## config.mk

```make
export PLATFORM = sky130hd
export DESIGN_NAME = sat_counter
export DESIGN_NICKNAME = d
export VERILOG_FILES = /design/src/rtl/sat_counter.sv
export SDC_FILE = /design/constraint.sdc
export NUM_CORES = 1
export LEC_CHECK = 0
export BUFFER_PORTS_ARGS = -buffer_cell sky130_fd_sc_hd__buf_2
export CAP_MARGIN = 10
export CORE_UTILIZATION = 52
export DETAILED_ROUTE_END_ITERATION = 16
export HOLD_SLACK_MARGIN = 0.03
export PLACE_DENSITY = 0.83
export SYNTH_ARGS = -nofsm -noshare
export SYNTH_HDL_FRONTEND = slang
export SYNTH_SLANG_ARGS = --single-unit
```

## constraint.sdc

```tcl
create_clock -name clk -period 2.4 [get_ports clk]
set_clock_uncertainty 0.15 [all_clocks]
set_input_delay 0.48 -clock clk [delete_from_list [all_inputs] [get_ports clk]]
set_output_delay 0.48 -clock clk [all_outputs]
set_load 0.005 [all_outputs]
```

## src/rtl/sat_counter.sv

```systemverilog
// Saturating up-counter: holds at all-ones instead of wrapping.
//   clk, rst_n : clock, asynchronous active-low reset
//   clr        : synchronous clear (wins over inc)
//   inc        : count up by one
//   cnt        : current count
module sat_counter #(
    parameter int CNT_W = 16
) (
    input  logic             clk,
    input  logic             rst_n,
    input  logic             clr,
    input  logic             inc,
    output logic [CNT_W-1:0] cnt
);

    localparam logic [CNT_W-1:0] CNT_ONE = CNT_W'(1);

    function automatic logic [CNT_W-1:0] sat_inc(input logic [CNT_W-1:0] v);
        return (&v) ? v : v + CNT_ONE;
    endfunction

    always_ff @(posedge clk or negedge rst_n) begin
        if (!rst_n) begin
            cnt <= '0;
        end else if (clr) begin
            cnt <= '0;
        end else if (inc) begin
            cnt <= sat_inc(cnt);
        end
    end

endmodule

```

After elaboration in Yosys (flattened, before gate mapping) --
Index checks and enable logic that the tools add are counted.
Operators by class: equal/unequal tests 1, add/subtract/negate cells 1, reductions and logical operators 3, mux-type cells 3
Operator list (number):
- 16-bit 2-to-1 mux | 3
- 16-bit by 1-bit adder with 16-bit output, second input constant | 1
- 16-bit AND reduction | 1
- 2-bit inequality test, second input constant | 1
- 2-bit AND reduction | 1
- 2-bit nonzero test | 1
Word-level totals: bits of input ports 4, output and inout bits 16, logic and storage cells 9, register bits after elaboration 16

Longest topological paths before layout --
depth in word-level cells 4, mapped depth 6, mapped depth without buffers 5

Worst setup path after synthesis --
OpenSTA, ideal clock, no wires.
path type flip-flop to flip-flop, start point register cnt[0], end point register cnt[14], data required time 2.172 ns, path buffers 1, cell stages (with the launch flop) 7, setup slack 0.492 ns, clock period less this slack 1.908 ns, library setup time 0.078 ns, data arrival time 1.680 ns, cells stage by stage dfrtp_1 ha_1 nand3_1 or3_1 buf_2 or4_1 a21oi_1
On the way: longest elaborated chain between the ends 4, elaborated cells on any way between the ends 7, those cells by class 1 x add/sub; 1 x eq/ne; 3 x mux; 2 x reduce/logical
RTL lines:
- from (decl) | line 13 | output logic [CNT_W-1:0] cnt
- from (signal assigned) | line 28 | cnt <= sat_inc(cnt);
- 16-bit by 1-bit adder with 16-bit output | line 19 | return (&v) ? v : v + CNT_ONE;
- 16-bit 2-to-1 mux | line 19
- 16-bit 2-to-1 mux | line 27 | end else if (inc) begin
- 16-bit 2-to-1 mux | line 25 | end else if (clr) begin
Several ways; a longest one is shown, not always the timed one. The select of a mux whose other input is x is not followed. A chain may end at the register's enable or synchronous reset.

Worst setup path in the final report --
Ends and elaborated chain as after synthesis.

==> results_dict.tcl <==
set metrics [dict create \
    die_area_um2 1910 \
    rsz0062_at_grt "no" \
    synth_nets 103 \
    globalplace.congestion 0.809 \
    cp-start-kind "flop" \
    synth_edf_count 0 \
    yosysTopAreaCell "dfrtp_1" \
    fill_cells 130 \
    remaining_drc_errors 1 \
    hold_viol_final 0 \
    area_growth_syn_to_layout_pct 14.4 \
    min_period_over_period_pct 83.3 \
    ys_seq_area_share_pct 44.2 \
    path_cells "ha_1, nand3_1, or3_1, or4_1, a21oi_1" \
    clk_latency_ns 0.30 \
    cellLeakagePower_nw 0.437 \
    dp.final_hpwl_mm 1.39 \
    whs_path_depth 2 \
    setup_viol 0 \
    fmax_ghz 0.500 \
    synth.distinct_cells 34 \
    vias 870 \
    ctsHtreeMaxLevel 1 \
    maxCapViolCount 0 \
    ys_seq_elements 16 \
    synth_cells 98 \
    start_util_pct 58.1 \
    netlist.area_leader.share_pct 44.2 \
    largest_reg_flops 16 \
    critPathMaxStageDelay_ns 0.43 \
    drt_iter0_drc 23 \
    ys.flop_type "dfrtp_1" \
    vias_per_cell 6.54 \
    grt_usage_pct 24.1 \
    grt_max_degree 18 \
    netlist_top_cells_area "dfrtp_1 (44%), a21oi_1 (6.1%), nand4_1 (3.5%), or4_1 (3.3%), nand2_1 (2.9%)" \
    numCtsBuffers 3 \
    drv_slew 0 \
    die_h_um 43.7 \
    criticalPathCategory "flop to flop" \
    cp_top_family "simple AND/OR/NAND/NOR gates" \
    hold_end "cnt[9]$_DFFE_PN0P_" \
    yosys_warnings 0 \
    io_buffers 19 \
    grt_overflow_total 0 \
    syn_area_per_cell_um2 9.24 \
    grt_pass1_wl_mm 3.36 \
    clk_pin_slew_ns 0.09 \
    cts_max_path_buffers 2 \
    antenna_found_initial 0 \
    worstHoldStart "clr" \
    crit_buf_inv 0 \
    io_pins 20 \
    endpoint_kind "flop" \
    cp_max_fo 8 \
    wl_mm 2.02 \
    top_register "cnt" \
    reg2reg_depth 5 \
    post-route-min-period_ns 2.00 \
    status "finished, violations left" \
    hp-class "input port to flop" \
    async_reset_ff_share_pct 100 \
    ir_drop_v 0.000294 \
    setup_tns_ns 0 \
    reg_top3 "cnt (16)" \
    die_w_um 43.7 \
    worstPathArrival_ns 2.08 \
    dr.pass1.iters 11 \
    slew_headroom_pct 66.1 \
    slowest_stage "or3_1" \
    diodes 0 \
    tritoncts "yes" \
    core_um2 1560 \
    post_cts_buffers 0 \
    syn_area_um2 906 \
    drtAntennaViolNets 0 \
    drive_gt1_share_pct 23.1 \
    clock-sinks 16 \
    tightest_slew_ns 0.504 \
    grt_pass1_vias 758 \
    cp.required_ns 2.48 \
    cts_root_buf "clkbuf_4" \
    power_w 0.000452 \
    final_nets 124 \
    reg2reg_from "cnt[0]$_DFFE_PN0P_" \
    timing.rr.end "cnt[14]$_DFFE_PN0P_" \
    rows 14 \
    p_per_area_nw_per_um2 436 \
    failed_checks "DRC" \
    r2r_slack_ns 0.40 \
    wl_per_cell_um 15.2 \
]
logic make-up after synthesis:
group / synth area share, %
AOI/OAI and AO/OA: 17.5
xor gates and xnor gates: 0.967
adders and majority gates: 1.38
buffers and inverters: 3.18
DFF: 44.2
muxes: 2.35
and+or+nand+nor: 30.4
final cells by class:
| class | count | area, um^2 | area share (%) |
|---|---|---|---|
| Sequential cell | 16 | 400 | 38.6 |
| Timing Repair Buffer | 20 | 105 | 10.1 |
| Multi-Input combinational cell | 75 | 477 | 46.0 |
| Clock buffer | 3 | 22.5 | 2.17 |
| Tap cell | 16 | 20.0 | 1.93 |
| Inverter | 3 | 11.3 | 1.09 |
per-layer routing:
layer | vias up | GRT usage [%] | share of wire (%)
met5 | - | 0 | 0
met4 | 0 | 13.8 | 3.0
met3 | 9 | 6.25 | 5.6
met2 | 34 | 34.6 | 45
met1 | 398 | 32.7 | 46
li1 | 429 | - | -
Yosys cell counts, drive strengths merged (2+ instances only):
cell and number:
nor4 3, inv 3, nand2 7, o41ai 3, nor3 6, dfrtp 16
or4 4, buf 3, nand3 5, nand4 6, o21ai 3, nor2 6
a21oi 11, and3 2, or3 4, o31ai 3
metrics by stage:
stage	hold WS [ns]	std cells	utilization (%)	worst slack [ns]	cell area, um^2
2_1_floorplan	0.0344	98	-	0.492	906
3_3_place_gp	0.260	129	64.4	0.460	1000
3_5_place_dp	0.270	129	64.4	0.435	1000
4_1_cts	0.411	133	66.5	0.413	1040
5_1_grt	0.404	133	66.5	0.237	1040
6_report	0.410	133	66.5	0.400	1040
worst max path at each step:
stage                                      to          startpoint  cells past startpoint
after floorplan           cnt[14]$_DFFE_PN0P_  cnt[0]$_DFFE_PN0P_                      6
after global placement     cnt[6]$_DFFE_PN0P_  cnt[8]$_DFFE_PN0P_                      4
after detailed placement  cnt[14]$_DFFE_PN0P_  cnt[0]$_DFFE_PN0P_                      5
after CTS                 cnt[14]$_DFFE_PN0P_  cnt[0]$_DFFE_PN0P_                      5
after global routing      cnt[14]$_DFFE_PN0P_  cnt[0]$_DFFE_PN0P_                      5
final                     cnt[14]$_DFFE_PN0P_  cnt[0]$_DFFE_PN0P_                      5
placed cells by master, fill, tap and decap left out, drive strengths merged, types with 2 or more instances in the layout:
cell type	count
nor2	6
dfrtp	16
nand3	5
o41ai	3
inv	3
nor3	6
and3	2
or4	4
a21oi	11
nand4	6
buf	19
nor4	3
or3	4
o21ai	3
nand2	7
o31ai	3
clkbuf	3
power by group:
group / internal (W) / total [W] / switching, W
combinational: 0.0000105 / 0.0000280 / 0.0000174
clock: 0.0000586 / 0.000146 / 0.0000876
sequential: 0.000273 / 0.000277 / 0.00000466
what timing repair did:
item | CTS | global route
hold endpoints to repair | 16 | 0
hold buffers | 1 | 0
gates resized for setup | 0 | 0
Power figures use the tool's default switching activity.
